**config.mk**
```make
export PLATFORM = sky130hd
export DESIGN_NAME = id_ex_hazard_stage
export DESIGN_NICKNAME = d
export VERILOG_FILES = /design/src/rtl/id_ex_hazard_stage_pkg.sv /design/src/rtl/id_ex_hazard_stage_load_use_detect.sv /design/src/rtl/id_ex_hazard_stage.sv
export SDC_FILE = /design/constraint.sdc
export NUM_CORES = 1
export LEC_CHECK = 0
export CAP_MARGIN = 25
export CELL_PAD_IN_SITES_DETAIL_PLACEMENT = 1
export CELL_PAD_IN_SITES_GLOBAL_PLACEMENT = 2
export CORE_AREA = 4 4 82 84
export CTS_CLUSTER_SIZE = 12
export DETAILED_ROUTE_END_ITERATION = 10
export DIE_AREA = 0 0 86 88
export GPL_ROUTABILITY_DRIVEN = 0
export PLACE_DENSITY_LB_ADDON = 0.08
export SYNTH_ARGS = -nofsm -noshare
export SYNTH_HDL_FRONTEND = slang
export SYNTH_SLANG_ARGS = --single-unit
```
**constraint.sdc**
```tcl
create_clock -name clk -period 5.25 [get_ports clk]
set_input_delay 0.525 -clock clk [delete_from_list [all_inputs] [get_ports clk]]
set_output_delay 0.525 -clock clk [all_outputs]
set_load 0.02 [all_outputs]
```
**src/rtl/id_ex_hazard_stage_pkg.sv**
```systemverilog
// Shared definitions for the ID/EX hazard stage: FSM encoding and the x0 register index.
package id_ex_hazard_stage_pkg;

  typedef enum logic {
    RUN  = 1'b0,
    HOLD = 1'b1
  } state_t;

  localparam logic [4:0] REG_ZERO = 5'd0;

endpackage

```
**src/rtl/id_ex_hazard_stage_load_use_detect.sv**
```systemverilog
// Combinational load-use hazard check: the ID instruction reads a register that the
// load currently in EX is about to write.
module load_use_detect
  import id_ex_hazard_stage_pkg::*;
(
  input  logic       i_valid_id,
  input  logic [4:0] i_rs1_id,
  input  logic [4:0] i_rs2_id,
  input  logic       i_use_rs1_id,
  input  logic       i_use_rs2_id,
  input  logic       i_valid_ex,
  input  logic       i_memread_ex,
  input  logic [4:0] i_rd_ex,
  output logic       o_hz
);

  logic w_rs1_match;
  logic w_rs2_match;

  assign w_rs1_match = i_use_rs1_id & (i_rs1_id == i_rd_ex);
  assign w_rs2_match = i_use_rs2_id & (i_rs2_id == i_rd_ex);

  // A load into x0 produces nothing worth waiting for.
  assign o_hz = i_valid_id & i_valid_ex & i_memread_ex & (i_rd_ex != REG_ZERO)
              & (w_rs1_match | w_rs2_match);

endmodule

```
**src/rtl/id_ex_hazard_stage.sv**
```systemverilog
// ID/EX register for the forwarding-relevant decode fields, with load-use stall
// control and a saturating stall-cycle counter.
module id_ex_hazard_stage
  import id_ex_hazard_stage_pkg::*;
#(
  parameter int LOAD_USE_BUBBLES = 1,
  parameter int CNT_W            = 16
) (
  input  logic             clk,
  input  logic             rst,
  input  logic             valid_ID,
  input  logic [4:0]       Rs1_ID,
  input  logic [4:0]       Rs2_ID,
  input  logic             use_rs1_ID,
  input  logic             use_rs2_ID,
  input  logic [4:0]       Rd_ID,
  input  logic             RegWrite_ID,
  input  logic             MemRead_ID,
  input  logic             flush_EX,
  output logic [4:0]       Rs1_ID_EX,
  output logic [4:0]       Rs2_ID_EX,
  output logic [4:0]       Rd_ID_EX,
  output logic             RegWrite_ID_EX,
  output logic             MemRead_ID_EX,
  output logic             valid_EX,
  output logic             stall,
  output logic [CNT_W-1:0] stall_cycles
);

  localparam logic [1:0] HOLD_REM = 2'(LOAD_USE_BUBBLES - 1);

  state_t           r_state;
  state_t           w_state_next;
  logic [1:0]       r_rem;
  logic [1:0]       w_rem_next;
  logic             w_hz;
  logic             w_bubble;
  logic             w_stall;
  logic [4:0]       r_rs1;
  logic [4:0]       r_rs2;
  logic [4:0]       r_rd;
  logic             r_regwrite;
  logic             r_memread;
  logic             r_valid;
  logic [CNT_W-1:0] r_cnt;

  load_use_detect u_detect (
    .i_valid_id   (valid_ID),
    .i_rs1_id     (Rs1_ID),
    .i_rs2_id     (Rs2_ID),
    .i_use_rs1_id (use_rs1_ID),
    .i_use_rs2_id (use_rs2_ID),
    .i_valid_ex   (r_valid),
    .i_memread_ex (r_memread),
    .i_rd_ex      (r_rd),
    .o_hz         (w_hz)
  );

  // Flush wins over the hazard: the killed ID instruction must not delay the redirect.
  always_comb begin
    w_state_next = r_state;
    w_rem_next   = r_rem;
    w_bubble     = 1'b0;
    w_stall      = 1'b0;
    if (rst) begin
      w_state_next = RUN;
      w_rem_next   = 2'd0;
    end else if (flush_EX) begin
      w_bubble     = 1'b1;
      w_state_next = RUN;
      w_rem_next   = 2'd0;
    end else if (r_state == HOLD) begin
      w_stall    = 1'b1;
      w_bubble   = 1'b1;
      w_rem_next = r_rem - 2'd1;
      if (r_rem == 2'd1) begin
        w_state_next = RUN;
      end
    end else if (w_hz) begin
      w_stall  = 1'b1;
      w_bubble = 1'b1;
      if (LOAD_USE_BUBBLES > 1) begin
        w_state_next = HOLD;
        w_rem_next   = HOLD_REM;
      end
    end
  end

  always_ff @(posedge clk) begin
    if (rst) begin
      r_state    <= RUN;
      r_rem      <= 2'd0;
      r_rs1      <= REG_ZERO;
      r_rs2      <= REG_ZERO;
      r_rd       <= REG_ZERO;
      r_regwrite <= 1'b0;
      r_memread  <= 1'b0;
      r_valid    <= 1'b0;
      r_cnt      <= '0;
    end else begin
      r_state <= w_state_next;
      r_rem   <= w_rem_next;
      if (w_stall && (r_cnt != {CNT_W{1'b1}})) begin
        r_cnt <= r_cnt + {{(CNT_W-1){1'b0}}, 1'b1};
      end
      if (w_bubble) begin
        r_rs1      <= REG_ZERO;
        r_rs2      <= REG_ZERO;
        r_rd       <= REG_ZERO;
        r_regwrite <= 1'b0;
        r_memread  <= 1'b0;
        r_valid    <= 1'b0;
      end else begin
        r_rs1      <= Rs1_ID;
        r_rs2      <= Rs2_ID;
        r_rd       <= Rd_ID;
        // Writes to x0 are dropped here so the forwarding unit never sees them.
        r_regwrite <= RegWrite_ID & valid_ID & (Rd_ID != REG_ZERO);
        r_memread  <= MemRead_ID & valid_ID;
        r_valid    <= valid_ID;
      end
    end
  end

  assign Rs1_ID_EX      = r_rs1;
  assign Rs2_ID_EX      = r_rs2;
  assign Rd_ID_EX       = r_rd;
  assign RegWrite_ID_EX = r_regwrite;
  assign MemRead_ID_EX  = r_memread;
  assign valid_EX       = r_valid;
  assign stall          = w_stall;
  assign stall_cycles   = r_cnt;

endmodule

```
== Yosys cells after proc, flatten, opt, wreduce, memory -nomap -nowiden ==
Cells that the tools add are included.

* Register bits after elaboration: 37
* Input bits: 23
* Output and inout port bits: 35
* Word-level logic and storage cells: 39

* Add/subtract/negate cells: 2
* Equality and inequality tests: 4
* Multiplexer cells: 7
* Bitwise logic cells: 11
* Reductions and logical operators: 6

{| class="wikitable"
|+ Operators by type and width
! kind !! count
|-
| 16-bit by 1-bit adder with 16-bit output (second input constant) || 1
|-
| 16-bit != test (second input constant) || 1
|-
| 5-bit == test || 2
|-
| 5-bit nonzero test || 2
|-
| 1-bit AND || 9
|-
| 1-bit 2-to-1 mux || 7
|-
| 2-bit OR reduction || 2
|-
| 3-bit OR reduction || 1
|-
| 2-bit by 1-bit == test with 1-bit output (second input constant) || 1
|-
| 2-bit by 1-bit subtractor with 2-bit output (second input constant) || 1
|-
| 1-bit logical AND || 1
|-
| 1-bit inverter || 1
|-
| 1-bit OR || 1
|}

== Depth between registers and ports, before layout ==
Gate-level depths: netlist of the first run.

* Depth after elaboration: 9
* Gate-level depth with buffers: 8
* Mapped depth without buffers: 7

== Modules after synthesis ==
From an unflattened synthesis of the first run, not the netlist that was laid out.

* Cell total of the unflattened synthesis: 178
* Area, all modules: 1636.6 um^2

{| class="wikitable"
|+ Modules (own cells, without submodules)
! module !! instances !! cells an instance !! area an instance (um^2) !! seq. area each (um^2)
|-
| id_ex_hazard_stage || 1 || 161 || 1505.2 || 740.7
|-
| load_use_detect || 1 || 17 || 131.4 || 0.0
|}

== Worst setup path after synthesis of the first run ==
OpenSTA, ideal clock, no wires.

* Path type: input-to-output
* From: input port Rs1_ID[1]
* To: output port stall
* Arrival time: 1.654 ns
* Required time: 4.725 ns
* Setup slack: 3.071 ns
* Stages: 7
* Path buffers: 2
* Cell sequence: xnor2_1 nand4_1 o22ai_1 a21oi_1 buf_4 clkbuf_1 nor2_1

* Cells in the longest elaborated chain, start to end: 8

{| class="wikitable"
|+ Ends and longest elaborated chain
! item !! line !! RTL
|-
| start, declared || id_ex_hazard_stage.sv:12 || <nowiki>input logic [4:0] Rs1_ID,</nowiki>
|-
| 5-bit == test || id_ex_hazard_stage_load_use_detect.sv:20 || <nowiki>assign w_rs1_match = i_use_rs1_id & (i_rs1_id == i_rd_ex);</nowiki>
|-
| 1-bit AND || id_ex_hazard_stage_load_use_detect.sv:20 ||
|-
| 1-bit OR || id_ex_hazard_stage_load_use_detect.sv:25 || <nowiki>& (w_rs1_match | w_rs2_match);</nowiki>
|-
| 1-bit AND || id_ex_hazard_stage_load_use_detect.sv:25 ||
|-
| 1-bit 2-to-1 mux || id_ex_hazard_stage.sv:79 || <nowiki>end else if (w_hz) begin</nowiki>
|-
| 1-bit 2-to-1 mux || id_ex_hazard_stage.sv:72 || <nowiki>end else if (r_state == HOLD) begin</nowiki>
|-
| 1-bit 2-to-1 mux || id_ex_hazard_stage.sv:68 || <nowiki>end else if (flush_EX) begin</nowiki>
|-
| 1-bit 2-to-1 mux || id_ex_hazard_stage.sv:65 || <nowiki>if (rst) begin</nowiki>
|-
| end, declared || id_ex_hazard_stage.sv:26 || <nowiki>output logic stall,</nowiki>
|}

No other way between the ends.

== Final worst setup path of the first run ==
* From: input port Rs1_ID[4]
* To: output port stall

Same word-level chain as after synthesis.

==> flow_metrics.tcl, run 1 <==
set metrics [dict create \
    htree_levels 2 \
    drv_cap 0 \
    die_y_um 88 \
    worst_pin_slew_ns 0.608 \
    final_cells 305 \
    ys_warn_count 0 \
    clock_sinks 37 \
    cts_buffer_depth 2 \
    io_buffer_count 57 \
    rsz0062_at_grt "no" \
    hold_violations 0 \
    syn_to_final_growth_pct 44.6 \
    postCtsHoldBufs 0 \
    worstPathArrival_ns 2.58 \
    yosysSeqAreaShare 0.465 \
    ir_worst_vdd_v 0.0000867 \
    yosysTopAreaCellShare 0.465 \
    fin_skew_ns 0.00682 \
    synthTopCellsByCount "dfxtp_1 (37), and3_1 (16), nor2_1 (14), xnor2_1 (11), nand2_1 (10)" \
    grt_max_degree 32 \
    grt_pass1_wl_um 8100 \
    crit_path_start_kind "input port" \
    num_rows 28 \
    dp_hpwl_um 3650 \
    hp-class "register to register" \
    globalRouteTotalUtil 0.135 \
    cts_setup_buffers 0 \
    finalCriticalPeriod_ns 3.11 \
    die_x_um 86 \
    slew_headroom 0.594 \
    vias 1534 \
    endpoint_kind "primary output" \
    final_max_slew_viol_count 0 \
    grt_pass1_vias 1681 \
    clk_pin_slew_ns 0.07 \
    drt_wl_total_um 4850 \
    numCtsBuffers 5 \
    cts_tree "yes" \
    drt_iter0_drc 62 \
    ant_nets 0 \
    antenna_found_initial 0 \
    netlist_top_cells_area "dfxtp_1 (47%), and3_1 (6.3%), xnor2_1 (6.1%)" \
    nets 254 \
    p_leak_nw 0.809 \
    tns_ns 0 \
    sequentialPowerShare 0.535 \
    synth_area_sq_um 1590 \
    syn-num-nets 196 \
    synth_cells 171 \
    power_density_nw_per_um2 235 \
    drc 0 \
    ios 58 \
    post_cts_resized 0 \
    async_flop_share 0 \
    first_pass_iters 4 \
    clock_latency_ns 0.29 \
    nFillCells 693 \
    layout-drive-gt1-share 0.0652 \
    diodes 0 \
    die_area_sq_um 7570 \
    via_per_inst 5.03 \
    dpl.cell_count 297 \
    critPathMaxFanout 31 \
    syn_area_per_cell_sq_um 9.31 \
    synth-main-ff-cell "dfxtp_1" \
    start_util 0.269 \
    post-route-period-util 0.592 \
    yosys.area.top_type "dfxtp_1" \
    p_switching_mw 0.130 \
    setup.worst_path.class "input port to primary output" \
    synth-seq-cells 37 \
    core_sq_um 5920 \
    yosysMostFrequentCell "dfxtp_1" \
    p_int_mw 0.410 \
    fmax_mhz 322 \
    power_frac_comb 0.105 \
    p_clk_frac 0.359 \
    ys_types 40 \
    cp.required_ns 4.72 \
    synth_enable_flop_cells 0 \
    globalRouteOverflowTotal 0 \
    setup_viol 0 \
    status "finished, final reports clean" \
    clockRootBuffer "clkbuf_8" \
    swShare 0.241 \
    post_drt_wl_per_cell_um 15.9 \
]
kinds of logic (layout without fill, tap and decap cells):
group / Yosys count / in the layout / share of synthesized area
AO/OA/AOI/OAI: 25 / 25 / 0.105
XOR/XNOR: 13 / 13 / 0.0715
adder cells (fa/ha/maj): 2 / 2 / 0.0157
buffers and inverters: 13 / 72 / 0.0472
flip-flops: 37 / 37 / 0.465
multiplexers: 5 / 5 / 0.0330
AND/OR/NAND/NOR: 76 / 76 / 0.262
layer usage:
metal	global-route usage	routed length (um)
met1	0.157	2110
met2	0.236	2420
met3	0.0310	237
met4	0.0576	84
met5	0	0
power by group through the flow:
stage | registers (mW) | clock network, mW | logic, mW
6_report | 0.289 | 0.194 | 0.0570
3_5_place_dp | 0.296 | 0 | 0.0573
5_1_grt | 0.290 | 0.216 | 0.0615
2_1_floorplan | 0.302 | 0 | 0.0183
3_3_place_gp | 0.296 | 0 | 0.0570
4_1_cts | 0.289 | 0.205 | 0.0577
flip-flops by register name (all words and copies together), names as in the netlist:
name / cells
stall_cycles: 16
Rd_ID_EX: 5
Rs1_ID_EX: 5
Rs2_ID_EX: 5
r_rem: 2
MemRead_ID_EX: 1
RegWrite_ID_EX: 1
r_state: 1
valid_EX: 1
final timing paths:
check	startpoint	to	slack, ns	depth (start not counted)
hold / removal	stall_cycles[11]	stall_cycles[11]	0.51	2
hold reg to reg	stall_cycles[11]	stall_cycles[11]	0.51	2
setup / recovery	Rs1_ID[4]	stall	2.14	8
setup reg to reg	stall_cycles[2]	stall_cycles[11]	3.01	6
layout make-up:
class	count	area [sq um]	area share
multi-input cells	121	779	0.339
flip-flops and latches	37	741	0.322
clock buffers	6	72.6	0.0315
repair buffers	59	586	0.254
well taps	75	93.8	0.0408
clock inverters	2	10.0	0.00435
inverters	5	18.8	0.00816
metrics by stage:
stage                     cell area, sq um  setup slack [ns]  power, mW  hold slack, ns   util
after floorplan                       1590              3.07      0.320           0.460      -
after global placement                2220              2.18      0.353           0.488  0.375
after detailed placement              2220              2.15      0.353           0.492  0.375
after CTS                             2300              2.14      0.552           0.501  0.389
after global routing                  2300              1.96      0.567           0.558  0.389
final                                 2300              2.14      0.541           0.506  0.389
layout by cell type (no fill, tap or decap), types with 2 or more instances in the layout:
cell              n
ha_1              2
o21ai_0           3
or4_1             4
nor2_1           14
nand3_1           7
dfxtp_1          37
clkdlybuf4s50_1  57
mux2_2            2
o31ai_1           4
nand2_1          10
nand4_1           7
clkinv_2          2
mux2i_1           3
buf_4             2
inv_1             5
a21oi_1           8
and3_1           16
clkbuf_8          5
or3_1             6
nor4_1            3
xor2_1            2
xnor2_1          11
nor3_1            2
worst max-delay path, stage by stage:
cell	delay (ns)
clkdlybuf4s50_1	0.49
xnor2_1	0.14
nand4_1	0.14
o22ai_1	0.22
a21oi_2	0.07
buf_4	0.23
nor2_1	0.14
clkdlybuf4s50_1	0.61
(Power assumes the default switching activity.)
==> run 2: changes to the inputs <==
- CORE_AREA: 4 4 82 84 -> 4 4 85 87
- DIE_AREA: 0 0 86 88 -> 0 0 89 91
- clock period: 5.25 -> 2.9 ns (I/O delays scaled with it)
==> flow_metrics.tcl, run 2 (same netlist as run 1, synthesis figures left out) <==
set metrics [dict create \
    mostFrequentLayoutCells "clkdlybuf4s50_1 (57), dfxtp_1 (37), and3_1 (16), nor2_1 (14), xnor2_1 (11)" \
    start_util 0.251 \
    globalRouteOverflowTotal 0 \
    drc 0 \
    first_pass_iters 4 \
    post_cts_resized 0 \
    hold_depth 2 \
    largest_register_ffs 16 \
    rsz0062_at_grt "no" \
    drt_iter0_drc 48 \
    clock_latency_ns 0.28 \
    power_density_nw_per_um2 439 \
    hold_violations 0 \
    clock_sinks 37 \
    placed_area_sq_um 2230 \
    ant_nets 0 \
    ir_worst_vdd_v 0.000184 \
    postCtsHoldBufs 0 \
    finalCriticalPeriod_ns 2.53 \
    reg2reg_depth 6 \
    endpoint_kind "primary output" \
    p_total_mw 1.02 \
    fin_skew_ns 0.00710 \
    ios 58 \
    critPathMaxFanout 14 \
    worst_pin_slew_ns 0.594 \
    core_sq_um 6350 \
    crit_path_start_kind "input port" \
    num_rows 29 \
    vias 1506 \
    tns_ns 0 \
    slew_headroom 0.603 \
    diodes 0 \
    grt_max_degree 19 \
    setup.worst_path.class "input port to primary output" \
    status "finished, final reports clean" \
    clk_pin_slew_ns 0.08 \
    clockRootBuffer "clkbuf_8" \
    nets 255 \
    antenna_found_initial 0 \
    worstPathArrival_ns 2.24 \
    numCtsBuffers 5 \
    cp.required_ns 2.61 \
    cts_setup_buffers 0 \
    globalRouteTotalUtil 0.125 \
    grt_pass1_wl_um 8010 \
    final_max_slew_viol_count 0 \
    grt_pass1_vias 1667 \
    post-route-period-util 0.874 \
    cts_buffer_depth 2 \
    die_y_um 91 \
    postLayoutCellArea_sq_um 2330 \
    via_per_inst 4.89 \
    die_area_sq_um 8100 \
    final_core_util 0.367 \
    p_leak_nw 0.823 \
    setup_viol 0 \
    io_buffer_count 57 \
    hp-class "register to register" \
    hold_ws_ns 0.500 \
    post_drt_wl_per_cell_um 15.3 \
    drt_wl_total_um 4710 \
    htree_levels 2 \
    syn_to_final_growth_pct 46.4 \
    fmax_mhz 395 \
    dp_hpwl_um 3700 \
    drv_cap 0 \
    die_x_um 89 \
    cts_tree "yes" \
    mostFrequentLayoutCell "clkdlybuf4s50_1" \
    layout-drive-gt1-share 0.0736 \
]
run 2: cell types whose count changed in the layout (fill, tap and decap cells not counted), sizes merged:
cell and change:
buf +1, clkbuf +1, clkinv -1
run 2: cell type report:
class                   count  area [sq um]
clock buffers               7          96.3
clock inverters             1          5.00
fillers                   730          4020
inverters                   5          18.8
multi-input cells         121           779
flip-flops and latches     37           741
well taps                  77          96.3
repair buffers             60           593
run 2: per-layer routing:
metal | GRT usage | up-vias | share of wire | wire [um]
met5 | 0 | - | 0 | 0
met4 | 0.0335 | 0 | 0.012 | 57
met3 | 0.0326 | 6 | 0.064 | 300
met2 | 0.215 | 37 | 0.50 | 2350
met1 | 0.151 | 726 | 0.43 | 2000
li1 | - | 737 | - | -
run 2: critical path, cell delays in order:
cell and delay (ns):
clkdlybuf4s50_1 0.45, xnor2_1 0.15, nand4_1 0.13, o22ai_1 0.11
a21oi_2 0.45, nor2_1 0.11, clkdlybuf4s50_1 0.56
run 2: final timing paths:
kind / start / end / slack [ns]
max: Rs2_ID[3] / stall / 0.37
min reg2reg: r_rem[1] / r_rem[1] / 0.50
min: r_rem[1] / r_rem[1] / 0.50
max reg2reg: stall_cycles[2] / stall_cycles[11] / 0.68
run 2: metrics by stage:
stage | setup WS [ns] | cells
after floorplan | 0.908 | 171
after global placement | 0.391 | 300
after detailed placement | 0.355 | 300
after CTS | 0.347 | 308
after global routing | 0.138 | 308
final | 0.366 | 308
run 2: power breakdown:
group	internal, mW	switching [mW]	leakage [nW]
registers	0.518	0.00630	0.301
clock network	0.215	0.178	0.0542
logic	0.0595	0.0454	0.469
total	0.792	0.230	0.823
